File: src/rtl/seq_gen_pkg.sv
// Shared constants and FSM state encoding for the serial pattern generator.
// Macro SEQ_GEN_GAP_EN adds the GAP state used between repetitions.
package seq_gen_pkg;

    localparam int DEF_PAT_W = 4;
    localparam int DEF_CNT_W = 8;

    typedef enum logic [1:0] {
        IDLE  = 2'd0,
        SHIFT = 2'd1,
        DONE  = 2'd2
`ifdef SEQ_GEN_GAP_EN
        ,
        GAP   = 2'd3
`endif
    } state_t;

endpackage

File: src/rtl/seq_shift_reg.sv
// Parallel-load, shift-left register; the MSB is the serial output bit.
// Load has priority over shift.
module seq_shift_reg #(
    parameter int PAT_W = 4
) (
    input  logic             clk,
    input  logic             rst,
    input  logic             i_load,
    input  logic             i_shift,
    input  logic [PAT_W-1:0] i_data,
    output logic             o_msb
);

    logic [PAT_W-1:0] r_q;

    // Shift register storage: load, shift left with zero fill, or hold.
    always_ff @(posedge clk or posedge rst) begin
        if (rst) begin
            r_q <= {PAT_W{1'b0}};
        end else if (i_load) begin
            r_q <= i_data;
        end else if (i_shift) begin
            r_q <= {r_q[PAT_W-2:0], 1'b0};
        end else begin
            r_q <= r_q;
        end
    end

    assign o_msb = r_q[PAT_W-1];

endmodule

File: src/rtl/seq_pattern_gen.sv
// Serial pattern generator: emits a latched pattern MSB first, reps times.
// Define SEQ_GEN_GAP_EN to insert one idle GAP cycle between repetitions.
module seq_pattern_gen
    import seq_gen_pkg::*;
#(
    parameter int PAT_W = DEF_PAT_W,
    parameter int CNT_W = DEF_CNT_W
) (
    input  logic             clk,
    input  logic             rst,
    input  logic             start,
    input  logic [PAT_W-1:0] pattern,
    input  logic [CNT_W-1:0] reps,
    output logic             x,
    output logic             valid,
    output logic             busy,
    output logic             done
);

    localparam int               IDX_W    = $clog2(PAT_W);
    localparam logic [IDX_W-1:0] IDX_LAST = IDX_W'(PAT_W - 1);
    localparam logic [IDX_W-1:0] IDX_ONE  = IDX_W'(1);
    localparam logic [CNT_W-1:0] REPS_ONE = CNT_W'(1);

    state_t           r_state;
    state_t           w_state_nxt;
    logic [PAT_W-1:0] r_pat;
    logic [CNT_W-1:0] r_reps_left;
    logic [IDX_W-1:0] r_idx;
    logic             r_valid;
    logic             r_busy;
    logic             r_done;

    logic             w_accept;
    logic             w_load;
    logic [PAT_W-1:0] w_load_data;
    logic             w_shift;
    logic             w_idx_clr;
    logic             w_idx_inc;
    logic             w_rep_dec;
    logic             w_msb;

    // State register.
    always_ff @(posedge clk or posedge rst) begin
        if (rst) begin
            r_state <= IDLE;
        end else begin
            r_state <= w_state_nxt;
        end
    end

    // Next-state and datapath control. Loading zero on the way out of SHIFT
    // keeps x low whenever valid is low, without gating the output.
    always_comb begin
        w_state_nxt = r_state;
        w_accept    = 1'b0;
        w_load      = 1'b0;
        w_load_data = {PAT_W{1'b0}};
        w_shift     = 1'b0;
        w_idx_clr   = 1'b0;
        w_idx_inc   = 1'b0;
        w_rep_dec   = 1'b0;
        case (r_state)
            IDLE: begin
                if (start) begin
                    w_accept  = 1'b1;
                    w_idx_clr = 1'b1;
                    if (reps == {CNT_W{1'b0}}) begin
                        w_state_nxt = DONE;
                    end else begin
                        w_state_nxt = SHIFT;
                        w_load      = 1'b1;
                        w_load_data = pattern;
                    end
                end else begin
                    w_state_nxt = IDLE;
                end
            end
            SHIFT: begin
                if (r_idx == IDX_LAST) begin
                    w_rep_dec = 1'b1;
                    w_idx_clr = 1'b1;
                    w_load    = 1'b1;
                    if (r_reps_left == REPS_ONE) begin
                        w_state_nxt = DONE;
                        w_load_data = {PAT_W{1'b0}};
                    end else begin
`ifdef SEQ_GEN_GAP_EN
                        w_state_nxt = GAP;
                        w_load_data = {PAT_W{1'b0}};
`else
                        w_state_nxt = SHIFT;
                        w_load_data = r_pat;
`endif
                    end
                end else begin
                    w_shift   = 1'b1;
                    w_idx_inc = 1'b1;
                end
            end
`ifdef SEQ_GEN_GAP_EN
            GAP: begin
                w_state_nxt = SHIFT;
                w_load      = 1'b1;
                w_load_data = r_pat;
            end
`endif
            DONE: begin
                w_state_nxt = IDLE;
            end
            default: begin
                w_state_nxt = IDLE;
            end
        endcase
    end

    // Latched burst parameters and remaining-repetition counter.
    always_ff @(posedge clk or posedge rst) begin
        if (rst) begin
            r_pat       <= {PAT_W{1'b0}};
            r_reps_left <= {CNT_W{1'b0}};
        end else if (w_accept) begin
            r_pat       <= pattern;
            r_reps_left <= reps;
        end else if (w_rep_dec) begin
            r_reps_left <= r_reps_left - REPS_ONE;
        end else begin
            r_reps_left <= r_reps_left;
        end
    end

    // Bit-index counter within the current repetition.
    always_ff @(posedge clk or posedge rst) begin
        if (rst) begin
            r_idx <= {IDX_W{1'b0}};
        end else if (w_idx_clr) begin
            r_idx <= {IDX_W{1'b0}};
        end else if (w_idx_inc) begin
            r_idx <= r_idx + IDX_ONE;
        end else begin
            r_idx <= r_idx;
        end
    end

    // Status outputs registered from the upcoming state.
    always_ff @(posedge clk or posedge rst) begin
        if (rst) begin
            r_valid <= 1'b0;
            r_busy  <= 1'b0;
            r_done  <= 1'b0;
        end else begin
            r_valid <= (w_state_nxt == SHIFT);
            r_busy  <= (w_state_nxt != IDLE);
            r_done  <= (w_state_nxt == DONE);
        end
    end

    seq_shift_reg #(
        .PAT_W (PAT_W)
    ) u_shift (
        .clk     (clk),
        .rst     (rst),
        .i_load  (w_load),
        .i_shift (w_shift),
        .i_data  (w_load_data),
        .o_msb   (w_msb)
    );

    assign x     = w_msb;
    assign valid = r_valid;
    assign busy  = r_busy;
    assign done  = r_done;

endmodule

File: config.mk
export PLATFORM = sky130hd
export DESIGN_NAME = seq_pattern_gen
export DESIGN_NICKNAME = d
export VERILOG_FILES = /design/src/rtl/seq_gen_pkg.sv /design/src/rtl/seq_shift_reg.sv /design/src/rtl/seq_pattern_gen.sv
export SDC_FILE = /design/constraint.sdc
export NUM_CORES = 1
export LEC_CHECK = 0
export ABC_AREA = 1
export BUFFER_PORTS_ARGS = -buffer_cell sky130_fd_sc_hd__clkbuf_2
export CAP_MARGIN = 20
export CORE_ASPECT_RATIO = 0.7
export CORE_MARGIN = 2
export CORE_UTILIZATION = 60
export DETAILED_ROUTE_END_ITERATION = 12
export PLACE_DENSITY = 0.83
export SLEW_MARGIN = 40
export SYNTH_ARGS = -nofsm -noshare
export SYNTH_HDL_FRONTEND = slang
export SYNTH_SLANG_ARGS = --single-unit
File: constraint.sdc
create_clock -name clk -period 2.6 [get_ports clk]
set_clock_uncertainty 0.15 [all_clocks]
set_input_delay 0.26 -clock clk [delete_from_list [all_inputs] [get_ports clk]]
set_output_delay 0.26 -clock clk [all_outputs]
set_load 0.02 [all_outputs]
==> flow_summary.yaml <==
run_status:
  outcome: "finished, final reports clean"
sta:
  period_share: 0.650
  max_slew.worst_pin.slew_ps: 480
  final.setup.tns_ps: 0
  grt_setup_unrepaired: "false"
  finalSetupViolCount: 0
  min_period_ps: 1690
  drv_slew: 0
  slew_headroom: 0.680
  hold_viol_final: 0
  max_clock_freq_mhz: 592
  fin_ws_ps: 910
routing:
  drc: 0
  vias_per_cell: 5.30
  first_pass_iters: 4
  vias: 1098
  first_iter_violations: 60
  routed_wl_mm: 2.67
  detail_route.wl_per_cell_um: 12.9
  final_antenna_net_count: 0
cts:
  clk_pin_slew_ps: 130
  cts.sinks: 23
  cts_tree: "built"
  clock_path_buffers: 2
  cts_hold_buf: 1
  post_cts_buffers: 0
  numCtsBuffers: 3
  cts_resized: 0
  ctsHtreeMaxLevel: 1
  clk-insertion-delay-late_ps: 320
  clock-root-buffer: "clkbuf_4"
worst_setup_path:
  cp_common_cell: "nand2_1"
  crit_path_cell_trace: "inv_2 > nand2_1 > nor2_4 > o21ai_4 > nand2_1 > nand2_1 > nand2_1 > nand2_1"
  worstPathMaxFanout: 18
  worst_path_max_delay_cell: "dfrtp_1"
  worstSetupEndpointType: "flop"
  crit_required_ps: 2670
  cp-start-kind: "flop"
  critPathMaxStageDelay_ps: 440
  crit_arrival_ps: 1760
  crit_type: "flop to flop"
synthesis:
  ys_types: 24
  netlist.area_leader.share: 0.444
  synth_nets: 180
  syn_area_per_cell_um2: 8.01
  synth_top_area_cell: "dfrtp_1"
  synthTopCellsByArea: "dfrtp_1, nand2_1, nor2_1, inv_1, nand3_1"
  netlist_area_mm2: 0.00130
  netlist_instances: 162
  ys_warn_count: 0
  synth-seq-area-share: 0.444
  synth.ff_latch_count: 23
global_route:
  grt_max_degree: 24
  grt_pass1_vias: 997
  gr-usage-all-layers: 0.240
  antenna_found_initial: 0
  grt_overflow: 0
  grt_pass1_wl_mm: 4.48
placement:
  place_congestion: 0.825
  numPortBuffers: 18
  hpwl_mm: 2.06
  dp_slack_ps: 933
layout:
  post-route-util: 0.685
  layout-drive-gt1-share: 0.213
  insertedDiodeCount: 0
  nets: 202
  areaGrowthSynthToFinish_pct: 10.9
floorplanning:
  die_width_um: 59.6
  io_pins: 19
  die_area_mm2: 0.00256
  chipHeight_um: 42.9
  core.rowCount: 14
  start_util: 0.617
  core-area_mm2: 0.00210
pwr:
  p_per_area_mw_per_mm2: 383
  p_leak_uw: 0.000733
  ir_drop_mv: 0.269
run:
  cap_violations: 0
hold_path:
  hold_path_class: "input port to flop"
cell usage after synthesis:
cell / instances
a21oi_1: 1
a22o_1: 2
a32oi_1: 1
buf_2: 1
buf_6: 1
dfrtp_1: 23
ha_1: 3
inv_1: 15
inv_2: 6
nand2_1: 51
nand2_4: 2
nand3_1: 10
nor2_1: 20
nor2_2: 1
nor2_4: 3
nor3_1: 1
o211ai_1: 5
o211ai_2: 3
o21ai_1: 5
o21ai_4: 1
o21bai_1: 1
o221ai_1: 1
or2_1: 1
xor2_1: 4
worst paths after layout:
check	start	to	slack (ps)	cells after the start
max	r_state[1]	u_shift.r_q[2]	910	8
min	reps[2]	r_reps_left[2]	20	3
max reg2reg	r_state[1]	u_shift.r_q[2]	910	8
min reg2reg	r_pat[1]	r_pat[1]	340	2
max in group asynchronous	rst	r_reps_left[0]	1640	3
min in group asynchronous	rst	r_reps_left[4]	330	3
worst max-delay path: cells and delay by family (launching register included):
kind                   cells  cell delay, ps
AND/OR/NAND/NOR            6             760
flip-flops                 1             440
AO/OA/AOI/OAI              1             180
buffers and inverters      1              70
cell usage in the layout (no fill, tap or decap):
cell           count
nor2_4             3
a22o_1             2
o221ai_1           1
dlygate4sd3_1      1
nor3_1             1
nor2_1            20
o211ai_2           3
clkinv_2           1
inv_1             14
a32oi_1            1
ha_1               3
o21bai_1           1
or2_1              1
nor2_2             1
nand2_4            2
clkbuf_2          18
nand3_1           10
clkbuf_4           3
dfrtp_1           23
o21ai_4            1
a21oi_1            1
o211ai_1           5
o21ai_1            5
inv_2              7
nand2_1           51
xor2_1             4
flip-flops by register name, summed over array words and instances, names as in the netlist:
| name | flops |
|---|---|
| r_reps_left | 8 |
| valid | 1 |
| busy | 1 |
| r_idx | 2 |
| r_pat | 4 |
| u_shift.r_q | 4 |
| r_state | 2 |
| done | 1 |
where the power goes:
group	switching (µW)	total, µW	internal, µW
registers	0	358	358
logic	14.6	24.3	9.70
clock network	111	169	57.7
total	126	551	425
final cells by class:
class                           instances  area, µm²
Timing Repair Buffer                   19        100
Multi-Input combinational cell        116        627
Tap cell                               24       30.0
Fill cell                             174        663
Inverter                               21       78.8
Sequential cell                        23        576
Clock buffer                            3       22.5
Clock inverter                          1       5.00
per-stage QoR:
| stage | power (µW) | instances | hold WS (ps) | instance area (µm²) |
|---|---|---|---|---|
| after detailed placement | 388 | 202 | 147 | 1400 |
| after global routing | 574 | 207 | 10.8 | 1440 |
| after floorplan | 373 | 162 | 112 | 1300 |
| final | 551 | 207 | 15.1 | 1440 |
| after global placement | 387 | 202 | 304 | 1400 |
| after CTS | 555 | 207 | 16.4 | 1440 |
logic make-up (layout without fill, tap and decap cells):
| logic type | Yosys count | after routing | share of synthesized area |
|---|---|---|---|
| adders and majority gates | 3 | 3 | 0.0289 |
| AOI/OAI and AO/OA | 20 | 20 | 0.126 |
| buffers and inverters | 23 | 44 | 0.0733 |
| and+or+nand+nor | 89 | 89 | 0.301 |
| xor gates and xnor gates | 4 | 4 | 0.0270 |
| DFF | 23 | 23 | 0.444 |
metal layers:
metal  track usage  vias up  routed length (µm)
met3        0.0640        4                 202
met4        0.0622        0                  23
met2         0.367       39                1170
li1              -      561                   -
met1         0.340      494                1270
met5             0        -                   0
(Power assumes the default switching activity.)
